==> config.mk <==
export PLATFORM = sky130hd
export DESIGN_NAME = spi_register_controller
export DESIGN_NICKNAME = d
export VERILOG_FILES = /design/src/rtl/spi_regctl_pkg.sv /design/src/rtl/spi_regctl_timeout.sv /design/src/rtl/spi_register_controller.sv
export SDC_FILE = /design/constraint.sdc
export NUM_CORES = 1
export LEC_CHECK = 0
export BUFFER_PORTS_ARGS = -buffer_cell sky130_fd_sc_hd__buf_4
export CORE_MARGIN = 2
export CORE_UTILIZATION = 35
export DETAILED_ROUTE_END_ITERATION = 10
export PLACE_DENSITY_LB_ADDON = 0.25
export RECOVER_POWER = 25
export SYNTH_ARGS = -nofsm -noshare
export SYNTH_HDL_FRONTEND = slang
export SYNTH_SLANG_ARGS = --single-unit
export TNS_END_PERCENT = 50
==> constraint.sdc <==
create_clock -name system_clk -period 1.97 [get_ports system_clk]
set_clock_uncertainty 0.1 [all_clocks]
set_input_delay 0.2955 -clock system_clk [delete_from_list [all_inputs] [get_ports system_clk]]
set_output_delay 0.2955 -clock system_clk [all_outputs]
set_load 0.005 [all_outputs]
==> src/rtl/spi_regctl_pkg.sv <==
// Shared types for the SPI register controller: FSM states, response status codes and
// frame field offsets derived from the address/data widths.
package spi_regctl_pkg;

    typedef enum logic [1:0] {
        StIdle     = 2'd0,
        StReq      = 2'd1,
        StComplete = 2'd2
    } state_e;

    typedef enum logic [1:0] {
        StatusOk         = 2'b00,
        StatusBusError   = 2'b01,
        StatusFrameError = 2'b10,
        StatusOverrun    = 2'b11
    } status_e;

    function automatic int unsigned frame_width(int unsigned aw, int unsigned dw);
        return 2 + aw + dw;
    endfunction

    function automatic int unsigned wr_bit(int unsigned aw, int unsigned dw);
        return frame_width(aw, dw) - 1;
    endfunction

    function automatic int unsigned rsv_bit(int unsigned aw, int unsigned dw);
        return frame_width(aw, dw) - 2;
    endfunction

endpackage

==> src/rtl/spi_regctl_timeout.sv <==
// Loadable down-counter: reloaded while load is high, counts while enable is high and
// flags expire during the CYCLES-th enabled cycle.
module spi_regctl_timeout #(
    parameter int unsigned CYCLES = 256
) (
    input  logic clk,
    input  logic rst_n,
    input  logic load,
    input  logic enable,
    output logic expire
);

    localparam int unsigned CntWidth = $clog2(CYCLES + 1);

    logic [CntWidth-1:0] count_q, count_d;

    always_comb begin
        count_d = count_q;
        if (load) begin
            count_d = CntWidth'(CYCLES - 1);
        end else if (enable && count_q != '0) begin
            count_d = count_q - 1'b1;
        end
    end

    always_ff @(posedge clk or negedge rst_n) begin
        if (!rst_n) begin
            count_q <= CntWidth'(CYCLES - 1);
        end else begin
            count_q <= count_d;
        end
    end

    assign expire = enable && (count_q == '0);

endmodule

==> src/rtl/spi_register_controller.sv <==
// Decodes SPI frames into register bus reads/writes and stages each result as the next MISO frame.
// Optional bus ack timeout is enabled by defining SPI_REGCTL_TIMEOUT_EN.
module spi_register_controller
    import spi_regctl_pkg::*;
#(
    parameter int unsigned ADDR_WIDTH     = 6,
    parameter int unsigned DATA_WIDTH     = 24,
    parameter int unsigned TIMEOUT_CYCLES = 256,
    localparam int unsigned FRAME_WIDTH   = 2 + ADDR_WIDTH + DATA_WIDTH
) (
    input  logic                   system_clk,
    input  logic                   system_nreset,
    input  logic [FRAME_WIDTH-1:0] spi_value_mosi,
    input  logic                   spi_value_valid,
    input  logic                   spi_cs_stop,
    output logic [FRAME_WIDTH-1:0] spi_value_miso,
    output logic                   bus_req,
    output logic                   bus_we,
    output logic [ADDR_WIDTH-1:0]  bus_addr,
    output logic [DATA_WIDTH-1:0]  bus_wdata,
    input  logic                   bus_ack,
    input  logic [DATA_WIDTH-1:0]  bus_rdata,
    output logic                   busy
);

    localparam int unsigned WrBit  = wr_bit(ADDR_WIDTH, DATA_WIDTH);
    localparam int unsigned RsvBit = rsv_bit(ADDR_WIDTH, DATA_WIDTH);

    state_e                  state_q, state_d;
    logic                    we_q, we_d;
    logic [ADDR_WIDTH-1:0]   addr_q, addr_d;
    logic [DATA_WIDTH-1:0]   wdata_q, wdata_d;
    logic [DATA_WIDTH-1:0]   rdata_q, rdata_d;
    logic [FRAME_WIDTH-1:0]  response_q, response_d;
    logic                    overrun_q, overrun_d;
    logic                    timer_expire;
    status_e                 done_status;

    assign done_status = overrun_q ? StatusOverrun : StatusOk;

    always_comb begin
        state_d    = state_q;
        we_d       = we_q;
        addr_d     = addr_q;
        wdata_d    = wdata_q;
        rdata_d    = rdata_q;
        response_d = response_q;
        overrun_d  = overrun_q;
        // A frame arriving while a command is in flight is dropped but remembered
        if (spi_value_valid && state_q != StIdle) begin
            overrun_d = 1'b1;
        end
        unique case (state_q)
            StIdle: begin
                if (spi_value_valid) begin
                    if (!spi_value_mosi[RsvBit]) begin
                        we_d    = spi_value_mosi[WrBit];
                        addr_d  = spi_value_mosi[DATA_WIDTH +: ADDR_WIDTH];
                        wdata_d = spi_value_mosi[DATA_WIDTH-1:0];
                        state_d = StReq;
                    end else begin
                        response_d = {StatusFrameError, spi_value_mosi[FRAME_WIDTH-3:0]};
                    end
                end else if (spi_cs_stop) begin
                    response_d = {StatusFrameError, {(FRAME_WIDTH-2){1'b0}}};
                end
            end
            StReq: begin
                // Ack in the expiry cycle still counts as success
                if (bus_ack) begin
                    rdata_d = bus_rdata;
                    state_d = StComplete;
                end else if (timer_expire) begin
                    response_d = {StatusBusError, addr_q, {DATA_WIDTH{1'b0}}};
                    state_d    = StIdle;
                end
            end
            StComplete: begin
                response_d = {done_status, addr_q, we_q ? wdata_q : rdata_q};
                overrun_d  = spi_value_valid;
                state_d    = StIdle;
            end
            default: state_d = StIdle;
        endcase
    end

    always_ff @(posedge system_clk or negedge system_nreset) begin
        if (!system_nreset) begin
            state_q    <= StIdle;
            we_q       <= 1'b0;
            addr_q     <= '0;
            wdata_q    <= '0;
            rdata_q    <= '0;
            response_q <= '0;
            overrun_q  <= 1'b0;
        end else begin
            state_q    <= state_d;
            we_q       <= we_d;
            addr_q     <= addr_d;
            wdata_q    <= wdata_d;
            rdata_q    <= rdata_d;
            response_q <= response_d;
            overrun_q  <= overrun_d;
        end
    end

`ifdef SPI_REGCTL_TIMEOUT_EN
    spi_regctl_timeout #(
        .CYCLES(TIMEOUT_CYCLES)
    ) u_timeout (
        .clk   (system_clk),
        .rst_n (system_nreset),
        .load  (state_q != StReq),
        .enable(state_q == StReq),
        .expire(timer_expire)
    );
`else
    assign timer_expire = 1'b0;
`endif

    assign bus_req   = (state_q == StReq);
    assign bus_we    = we_q;
    assign bus_addr  = addr_q;
    assign bus_wdata = wdata_q;
    assign busy      = (state_q != StIdle);

    assign spi_value_miso = busy ? {StatusOverrun, addr_q, {DATA_WIDTH{1'b0}}} : response_q;

endmodule
==> reports/summary.txt <==
reg2reg start - state_q[1]
setup TNS - 0 ns
vias in the first global route - 3100
Worst R2R End - bus_we
hold path cells - 2
cell area after layout - 0.00591 mm²
Final Cycle Share - 98.0%
Die H - 117 µm
post-synthesis sequential area ratio - 50.8%
Crit. End Element - output pin
CTS Buf Count - 9
Reg2Reg Depth - 6
buffers added on ports - 125
root buf cell - clkbuf_16
Synth Instances - 341
WHS Endpoint - bus_wdata[13]
leak pwr - 2.79 nW
crit path max fanout - 8
antenna violations before repair - 0
TritonRoute pass-1 iters - 3
peak supply drop - 0.360 mV
Area Overhead vs Synth - 33.4%
clk sink count - 90
setup ws final - 0.0391 ns
worst hold slack - 0.0844 ns
slowest CP cell - dfrtp_2
Chip Width - 117 µm
Overflow after GRT - 0
area of the die - 0.0136 mm²
Post-Place Setup Slack - 0.148 ns
RSZ-0062 raised after global routing - true
Wirelength per Cell - 16.6 µm
NumNets Final - 530
Netlist cell types - 25
Max Cap Viol - 0
CTS tree - built
Combinational Power Share - 33.3%
synthesized flop and latch total - 90
Final GP Congestion - 0.693
Avg Inst Size Synth - 13.0 µm²
syn nets - 402
drt drc - 0
Req. time, crit path - 1.57 ns
Clock power frac - 23.9%
share of cells above drive strength 1 - 46.3%
cell area after synthesis - 0.00443 mm²
vias - 3044
Setup CP Type - flop to output pin
Cells after DPL - 626
fmax - 518 MHz
switching power - 1.81 mW
Initial Util - 35.4%
CP arrival - 1.54 ns
pin count of the biggest net entering global routing - 91
Cell Pwr Density - 1080 mW/mm²
Final Critical Period - 1.93 ns
iteration-0 DRC count of the detailed router - 130
Int Pwr - 4.57 mW
Clock Latency Late Sink - 0.33 ns
Antenna Nets Post-Route - 0
worst slew pin tran - 0.536 ns
peak per-stage delay on the critical path - 0.46 ns
Hold Violations, Final - 0
Reg power frac - 42.8%
Core ar. - 0.0125 mm²
Setup violations, final - 0
Worst slew margin - 64.3%
Via density - 4.72
CTS clock-pin slew for the worst setup and hold paths - 0.06 ns
Startpoint Class - flop
hold_sp - spi_value_mosi[13]
CP Cell Sequence - nor2_4, buf_8, mux2_4, buf_6
final wirelength - 10700 µm
HPWL Detailed - 6940 µm
status - finished, final reports clean
Final Non-Filler Cells - 645
fin. max-slew vios - 0
first-pass GRT wire length - 16600 µm
all-layer global routing usage - 16.1%
Longest Clk Path Bufs - 2
# fillers - 1228
H-tree levels - 3
sw frac - 28.3%
DP Area - 0.00557 mm²
Hold Crit Class - input port to flop
ant diodes - 0
row cnt - 41
yosys warns - 0
register-to-register setup slack - 0.10 ns
io pins - 126
## routing by layer
metal  wire length [µm]  vias to the layer above  GRT usage [%]  part of all wire, %
met1               4810                     1538           21.7                   45
met4                152                        0           5.80                  1.4
li1                   -                     1433              -                    -
met2               5260                       63           25.9                   49
met5                  0                        -              0                    0
met3                493                       10           3.27                  4.6
## sequential cells by signal (all words and copies together) (netlist names)
register	count
response_q	32
rdata_q	24
overrun_q	1
state_q	2
bus_we	1
bus_wdata	24
bus_addr	6
## cells in the final DEF, fill, tap and decap left out, types with 2 or more instances in the layout
cell type    n
and2_1      23
clkbuf_1     7
dfrtp_2      2
nand3b_1     6
mux2_1      30
nand2_1     33
buf_12       5
mux2_4       6
clkbuf_16    9
buf_8        2
buf_4      125
inv_1        5
buf_6        7
mux2_2      55
mux2i_1     49
dfrtp_1     88
o21ai_0      8
## stage by stage
| stage | power (mW) | util, % |
|---|---|---|
| 6_report | 6.38 | 47.2 |
| 3_5_place_dp | 4.83 | 44.5 |
| 5_1_grt | 6.78 | 47.2 |
| 4_1_cts | 6.38 | 46.7 |
| 3_3_place_gp | 4.77 | 44.5 |
| 2_1_floorplan | 3.83 | - |
## synthesized netlist by cell type
library cell   n  share of area, %
nand2_1       33               2.8
and2_1        24               3.4
buf_6          9               2.3
a21o_1         1              0.17
buf_4          4              0.68
nor2b_1        1              0.14
mux2_2        61                15
inv_2          1             0.085
clkbuf_1       5              0.42
or3_1          1              0.14
and2b_4        1              0.23
buf_2          5              0.56
nand2_4        1              0.25
dfrtp_1       90                51
buf_1          1             0.085
nand3b_1       6               1.0
o21ai_0        8              0.90
o22a_1         1              0.20
mux2i_1       49                11
mux2_1        30               7.6
a21oi_4        1              0.37
nor2_4         1              0.25
inv_1          5              0.42
a2bb2oi_1      1              0.20
nor3b_4        1              0.42
## power groups by stage
stage / sequential (mW) / combinational [mW] / clock, mW
finish: 2.73 / 2.12 / 1.52
global route: 2.82 / 2.33 / 1.64
floorplan: 2.67 / 1.16 / 0
detailed placement: 2.76 / 2.07 / 0
CTS: 2.73 / 2.09 / 1.56
global placement: 2.74 / 2.03 / 0
## worst max-delay path: cells and delay by family, from the launching register on
family                 cells  cell delay, ns
flip-flops                 1            0.46
multiplexers               1            0.31
AND/OR/NAND/NOR            1            0.15
buffers and inverters      2            0.27
## final cells by class
class | instances | area (µm²) | area share (%)
Tap cell | 172 | 215 | 3.64
Inverter | 6 | 22.5 | 0.381
Sequential cell | 90 | 2250 | 38.1
Clock buffer | 15 | 248 | 4.19
Multi-Input combinational cell | 221 | 2010 | 34.0
Timing Repair Buffer | 141 | 1160 | 19.6
## how the worst max path moves through the flow
stage / from / slack, ns / depth (start not counted) / endpoint
floorplan: state_q[1] / 0.34 / 5 / bus_wdata[10]
global placement: state_q[1] / 0.22 / 5 / bus_we
detailed placement: state_q[1] / 0.15 / 5 / bus_wdata[0]
CTS: state_q[0] / 0.01 / 4 / spi_value_miso[29]
global route: state_q[1] / -0.02 / 5 / spi_value_miso[20]
finish: state_q[1] / 0.04 / 4 / spi_value_miso[26]
## repair_timing
action | 4_1_cts | 5_1_grt
setup endpoints to repair | 27 | 19
cloned | 0 | 0
endpoints found under the hold margin | 90 | 0
hold buffers | 1 | 0
resized for setup | 3 | 17
pin swaps | 1 | 1
buffers inserted | 1 | 2
## logic make-up after synthesis
group	Yosys count	synth area share, %
simple gates	69	8.64
flops	90	50.8
compound gates	12	1.83
buf+inv	30	4.54
mux	140	34.2
(Power assumes the default switching activity.)
